==> config.mk <==
export PLATFORM = sky130hd
export DESIGN_NAME = flop_fifo_rv
export DESIGN_NICKNAME = d
export VERILOG_FILES = /design/src/rtl/flop_fifo_rv.sv
export SDC_FILE = /design/constraint.sdc
export NUM_CORES = 1
export LEC_CHECK = 0
export ABC_AREA = 1
export BUFFER_PORTS_ARGS = -buffer_cell sky130_fd_sc_hd__buf_4
export CAP_MARGIN = 20
export CORE_ASPECT_RATIO = 0.8
export CORE_UTILIZATION = 50
export DETAILED_ROUTE_END_ITERATION = 8
export HOLD_SLACK_MARGIN = 0.08
export PLACE_DENSITY = 0.74
export SLEW_MARGIN = 25
export SYNTH_ARGS = -nofsm -noshare
export SYNTH_HDL_FRONTEND = slang
export SYNTH_SLANG_ARGS = --single-unit
export TNS_END_PERCENT = 20
==> constraint.sdc <==
create_clock -name clk -period 2.65 [get_ports clk]
set_input_delay 0.53 -clock clk [delete_from_list [all_inputs] [get_ports clk]]
set_output_delay 0.53 -clock clk [all_outputs]
set_load 0.01 [all_outputs]
==> src/rtl/flop_fifo_rv.sv <==
// rtl/flop_fifo_rv.sv - pointer-addressed flop FIFO with registered ready/count and optional prefetch head register
module flop_fifo_rv #(
    parameter int WIDTH      = 32,
    parameter int DEPTH      = 4,
    parameter int OUTPUT_REG = 0,
    localparam int CAP       = DEPTH + OUTPUT_REG,
    localparam int CNT_W     = $clog2(CAP + 1)
) (
    input  logic             clk,
    input  logic             rst_n,
    input  logic             sync_rst_n,
    input  logic [CNT_W-1:0] cfg_watermark,
    input  logic             push,
    input  logic [WIDTH-1:0] push_data,
    output logic             push_rdy,
    input  logic             pop,
    output logic [WIDTH-1:0] pop_data,
    output logic             data_valid,
    output logic [CNT_W-1:0] count,
    output logic             half_full,
    output logic             watermark,
    output logic             ovf_err,
    output logic             unf_err,
    input  logic             clr_err
);

    localparam int PTR_W = (DEPTH > 1) ? $clog2(DEPTH) : 1;
    localparam logic [CNT_W-1:0] CAP_C    = CNT_W'(CAP);
    localparam logic [CNT_W-1:0] HALF_C   = CNT_W'(CAP >> 1);
    localparam logic [PTR_W-1:0] LAST_PTR = PTR_W'(DEPTH - 1);

    logic [WIDTH-1:0] r_mem [DEPTH];
    logic [PTR_W-1:0] r_wr_ptr;
    logic [PTR_W-1:0] r_rd_ptr;
    logic [CNT_W-1:0] r_count;
    logic             r_push_rdy;
    logic             r_ovf;
    logic             r_unf;

    logic             w_push_acc;
    logic             w_pop_acc;
    logic             w_data_valid;
    logic             w_mem_we;
    logic             w_mem_re;
    logic [CNT_W-1:0] w_count_nxt;

    // Explicit wrap so non-power-of-two depths never address past the array.
    function automatic logic [PTR_W-1:0] ptr_inc(input logic [PTR_W-1:0] p);
        return (p == LAST_PTR) ? '0 : p + 1'b1;
    endfunction

    assign w_push_acc  = push & r_push_rdy;
    assign w_pop_acc   = pop & w_data_valid;
    assign w_count_nxt = r_count + CNT_W'(w_push_acc) - CNT_W'(w_pop_acc);

    generate
        if (OUTPUT_REG == 0) begin : g_comb_out
            assign w_data_valid = (r_count != '0);
            assign w_mem_we     = w_push_acc;
            assign w_mem_re     = w_pop_acc;
            assign pop_data     = w_data_valid ? r_mem[r_rd_ptr] : '0;
        end else begin : g_reg_out
            logic             r_ov;
            logic [WIDTH-1:0] r_oreg;
            logic             w_arr_ne;
            logic             w_take;
            logic             w_load_arr;
            logic             w_load_push;

            // The array holds everything except the head parked in the output register.
            assign w_arr_ne    = (r_count != CNT_W'(r_ov));
            assign w_take      = w_pop_acc | ~r_ov;
            assign w_load_arr  = w_take & w_arr_ne;
            assign w_load_push = w_take & ~w_arr_ne & w_push_acc;
            assign w_mem_we    = w_push_acc & ~w_load_push;
            assign w_mem_re    = w_load_arr;

            always_ff @(posedge clk or negedge rst_n) begin
                if (!rst_n) begin
                    r_ov   <= 1'b0;
                    r_oreg <= '0;
                end else if (!sync_rst_n) begin
                    r_ov   <= 1'b0;
                    r_oreg <= '0;
                end else if (w_load_arr) begin
                    r_ov   <= 1'b1;
                    r_oreg <= r_mem[r_rd_ptr];
                end else if (w_load_push) begin
                    r_ov   <= 1'b1;
                    r_oreg <= push_data;
                end else if (w_pop_acc) begin
                    r_ov   <= 1'b0;
                end
            end

            assign w_data_valid = r_ov;
            assign pop_data     = r_ov ? r_oreg : '0;
        end
    endgenerate

    always_ff @(posedge clk or negedge rst_n) begin
        if (!rst_n) begin
            r_wr_ptr   <= '0;
            r_rd_ptr   <= '0;
            r_count    <= '0;
            r_push_rdy <= 1'b1;
            r_ovf      <= 1'b0;
            r_unf      <= 1'b0;
        end else if (!sync_rst_n) begin
            r_wr_ptr   <= '0;
            r_rd_ptr   <= '0;
            r_count    <= '0;
            r_push_rdy <= 1'b1;
            r_ovf      <= 1'b0;
            r_unf      <= 1'b0;
        end else begin
            if (w_mem_we) begin
                r_wr_ptr <= ptr_inc(r_wr_ptr);
            end
            if (w_mem_re) begin
                r_rd_ptr <= ptr_inc(r_rd_ptr);
            end
            r_count    <= w_count_nxt;
            r_push_rdy <= (w_count_nxt < CAP_C);
            // A new error event outranks a simultaneous clear.
            r_ovf      <= (push & ~r_push_rdy) | (r_ovf & ~clr_err);
            r_unf      <= (pop & ~w_data_valid) | (r_unf & ~clr_err);
        end
    end

    always_ff @(posedge clk) begin
        if (rst_n && sync_rst_n && w_mem_we) begin
            r_mem[r_wr_ptr] <= push_data;
        end
    end

    assign push_rdy   = r_push_rdy;
    assign data_valid = w_data_valid;
    assign count      = r_count;
    assign half_full  = (r_count >= HALF_C);
    assign watermark  = (r_count >= cfg_watermark);
    assign ovf_err    = r_ovf;
    assign unf_err    = r_unf;

endmodule

; Yosys cells after proc, flatten, opt, wreduce, memory -nomap -nowiden
; Memories as Yosys holds them, arrays and structs flattened.
; Index checks and enable logic that the tools add are counted.
[classes]
add_sub_neg = 4
order_cmp = 3
eq_ne = 4
mux = 13
n_bitwise = 11
reduce_logical = 3
[ops]
columns = op, count
row1 = $mux W32, 1
row2 = $mux W2, 6
row3 = $and A1 B1 Y1, 6
row4 = $mux W1, 5
row5 = $add A2 B1 Y2 const B, 2
row6 = $eq A2 B2 Y1 const B, 2
row7 = $ne A2 B1 Y1 const B, 2
row8 = $add A3 B1 Y3, 1
row9 = $ge A3 B2 Y1 const B, 1
row10 = $ge A3 B3 Y1, 1
row11 = $lt A3 B3 Y1 const B, 1
row12 = $mux W3, 1
row13 = $not A1 Y1, 3
row14 = $reduce_bool A3 Y1, 1
row15 = $sub A3 B1 Y3, 1
row16 = $logic_and A1 B1 Y1, 2
row17 = $or A1 B1 Y1, 2
[totals]
reg_bits = 10
mem_bits_rw = 128
inputBits = 41
memories = 1
[memory_table]
columns = name, depth, width, read_ports, rd_ports_with_merged_regs, wr, line
row1 = r_mem, 4, 32, 1, 0, 1, 32  ; logic [WIDTH-1:0] r_mem [DEPTH];

; Logic depth before layout (Yosys ltp)
[logic_depth]
word_depth = 5
mapped_depth = 13

; Worst setup path before layout
; Ideal clock, no wire load.
[synth_timing]
path_kind = input to register
from = input port sync_rst_n
to = memory r_mem[0][0], enable pin
setup_ns = 0.421
arrival_ns = 2.242
t_required_ns = 2.229
setup_slack_ns = -0.013
path_stages = 3
path_cell_list = buf_2 > nand4_1 > nor2_1
[synth_via]
elab_chain_len = 4
[synth_rtl]
columns = item, line
row1 = start: declaration, 11  ; input logic sync_rst_n,
row2 = $logic_and A1 B1 Y1 (2 in series), 132  ; if (rst_n && sync_rst_n && w_mem_we) begin
row3 = $mux W1, 132
row4 = $mux W1 (implied by the code), 133  ; r_mem[r_wr_ptr] <= push_data;
row5 = end: declaration, 32
; Every way passes these cells.

; Final worst setup path
[layout_timing]
from = register r_rd_ptr[1]
to = output port pop_data[22]
[layout_via]
elab_chain_len = 2
[layout_rtl]
columns = item, line
row1 = start: declaration, 34  ; logic [PTR_W-1:0] r_rd_ptr;
row2 = start signal: assignment, 121  ; r_rd_ptr <= ptr_inc(r_rd_ptr);
row3 = $mem_v2 Z4 W32, n/a
row4 = $mux W32, 61  ; assign pop_data = w_data_valid ? r_mem[r_rd_ptr] : '0;
row5 = end: declaration, 17  ; output logic [WIDTH-1:0] pop_data,
; Every way passes these cells.

==> reports/results.tsv <==
metric	value	unit
Max Slew Vio Count	0	
n_diodes	0	
CP Max Fanout	32	
Num CTS Buffers	17	
VDD IR max	0.000560	V
CP peak stage delay	510	ps
post-route ant nets	0	
via count	4113	
Slew @ Worst Pin	685	ps
largest net degree at the start of global routing	68	
Highest Clock Rate	0.411	GHz
clk_lat worst skew	410	ps
flop and latch count out of synthesis	138	
FP Rows	35	
Final Util	64.8	%
post-synthesis sequential area ratio	67.1	%
Area growth syn-to-layout	24.2	%
Via density	4.91	
Critical Path AT	1910	ps
total I/O pin count	82	
Total Wirelength	12400	um
status	finished, violations left	
Die H	101	um
GRT Residual Overflow	0	
final worst clock skew	5.00	ps
Synth area leaders	edfxtp_1, inv_1, nand2_1, nand3_1, dfrtp_1	
Pwr Density	965	nW/um^2
CP required	2120	ps
Hold Vio Cnt, Final	0	
YS warnings	0	
syn nets	640	
RSZ-0062 raised after global routing	false	
slew margin rel.	54.3	%
Unique masters post-synth	21	
Final HPWL DP	7310	um
multi-input combinational cell area	1330	sq um
Max Root-Sink Buffers	2	
Synth Instances	587	
Mapped Area	6110	sq um
Synth top area share	63.0	%
register area	4100	sq um
starting density of the core	52.2	%
DRT iter0 DRCs	286	
clock-pin slew on the worst setup and hold paths	60	ps
R2R Setup Slk	500	ps
critical path's top delay family	buffers and inverters	
fin nets	730	
fin crit period	2440	ps
vias in the first global route	3912	
failing checks	DRC	
total power	7310	uW
Startpoint Class	register	
CTS tree	yes	
die area	12700	sq um
Wirelength per Cell	14.7	um
Max-Cap Viols	0	
core outline area	11700	sq um
Hold Slack	315	ps
most frequent cells in the layout	inv_1, nand2_1, edfxtp_1	
Worst setup EP type	output port	
CP bufs+invs	2	
GRT Overall Usage	20.6	%
Sink Count	138	
HP Class	in2reg	
port bufs	81	
post-route clock period utilization	91.9	%
die extent in x	126	um
drt pass-1 iters	8	
Slowest cell on crit path	inv_2	
Placer Congestion	0.806	
Max H-tree Level	4	
first-pass GRT wire length	19500	um
Root Driver	clkbuf_16	
PostCTS Resize Cnt	0	
critical path class	reg2out	
Avg Cell Area, Syn	10.4	sq um
share of cells above drive strength 1	19.1	%
commonest non-fill, non-tap cell in the layout	inv_1	
worst-path cell chain	inv_2 -> nand3_1 -> a21oi_1 -> buf_4	
DR DRC count	2	
initial antenna violation count	0	
Final setup viols	0	
filler cell count	880	
dominant cell type by area after synthesis	edfxtp_1	
P_leak	0.00347	uW
-- area by class of cell --
type / instances / share of cell area, %
clock buffer: 17 / 5.61
clock inverter: 15 / 3.02
timing repair buffer: 95 / 9.93
sequential: 138 / 54.0
tap: 148 / 2.44
multi-input combinational: 275 / 17.5
inverter: 150 / 7.43
-- synth_stat cells --
| library cell | number |
|---|---|
| a21oi_1 | 35 |
| buf_2 | 19 |
| buf_4 | 1 |
| buf_6 | 4 |
| dfrtp_1 | 9 |
| dfstp_2 | 1 |
| edfxtp_1 | 128 |
| fa_1 | 1 |
| ha_1 | 11 |
| inv_1 | 147 |
| inv_2 | 3 |
| nand2_1 | 141 |
| nand2_2 | 1 |
| nand3_1 | 70 |
| nand4_1 | 3 |
| nor2_1 | 8 |
| nor2_2 | 1 |
| o211ai_1 | 1 |
| o21ai_1 | 1 |
| o22ai_1 | 1 |
| o31ai_1 | 1 |
-- metrics by stage --
stage / setup WS (ps) / TNS, ps / instances / area (sq um)
after global placement: 610 / 0 / 805 / 6920
after CTS: 180 / 0 / 838 / 7580
after floorplan: -12.8 / -1630 / 587 / 6110
after detailed placement: 518 / 0 / 805 / 6920
after global routing: 81.6 / 0 / 838 / 7580
final: 215 / 0 / 838 / 7580
-- path summary, 6_finish.rpt --
path	from	endpoint	depth (start not counted)
setup reg to reg	count[1]	push_rdy	13
setup / recovery	r_rd_ptr[1]	pop_data[22]	4
hold reg to reg	ovf_err	ovf_err	2
min in group asynchronous	rst_n	ovf_err	2
max in group asynchronous	rst_n	push_rdy	2
hold / removal	push_data[25]	r_mem[0][25]	1
-- per-layer routing --
layer  up-vias  global-route usage [%]  wire, um
li1       2042                       -         -
met1      1928                    26.8      5490
met2       134                    33.5      5910
met3         9                    6.21       863
met4         0                    6.66        92
met5         -                       0         0
-- repair_timing --
action,in CTS,in global routing
hold buffers,1,0
setup endpoints to repair,0,0
buffers inserted,0,0
endpoints found under the hold margin,9,0
-- report_power, final --
part | leakage (uW) | switching (uW) | total [uW] | internal [uW]
sequential | 0.00128 | 69.2 | 2580 | 2510
clock | 0.000314 | 844 | 2590 | 1750
combinational | 0.00187 | 1280 | 2150 | 867
total | 0.00347 | 2190 | 7310 | 5120
-- state kept, by name, summed over array words and instances, names as in the netlist --
register  flops
push_rdy      1
count         3
r_rd_ptr      2
unf_err       1
ovf_err       1
r_mem       128
r_wr_ptr      2
-- worst reg2reg max path: stages, from the launching register on --
cell and delay (ps):
dfrtp_1 450, nor2_2 170, nand2_2 100, nand2_1 110
inv_1 50, ha_1 280, inv_1 60, ha_1 130
inv_1 50, fa_1 380, nand2_1 80, nand2_1 40
nor2_1 120, inv_1 50
-- cells by family after synthesis --
logic type	count (synthesis)	synth area share (%)
simple gates	224	15.4
buf+inv	174	11.6
flops	138	67.1
compound gates	39	3.30
fa+ha+maj	12	2.58
No activity file was read; power rests on OpenSTA's default activity.
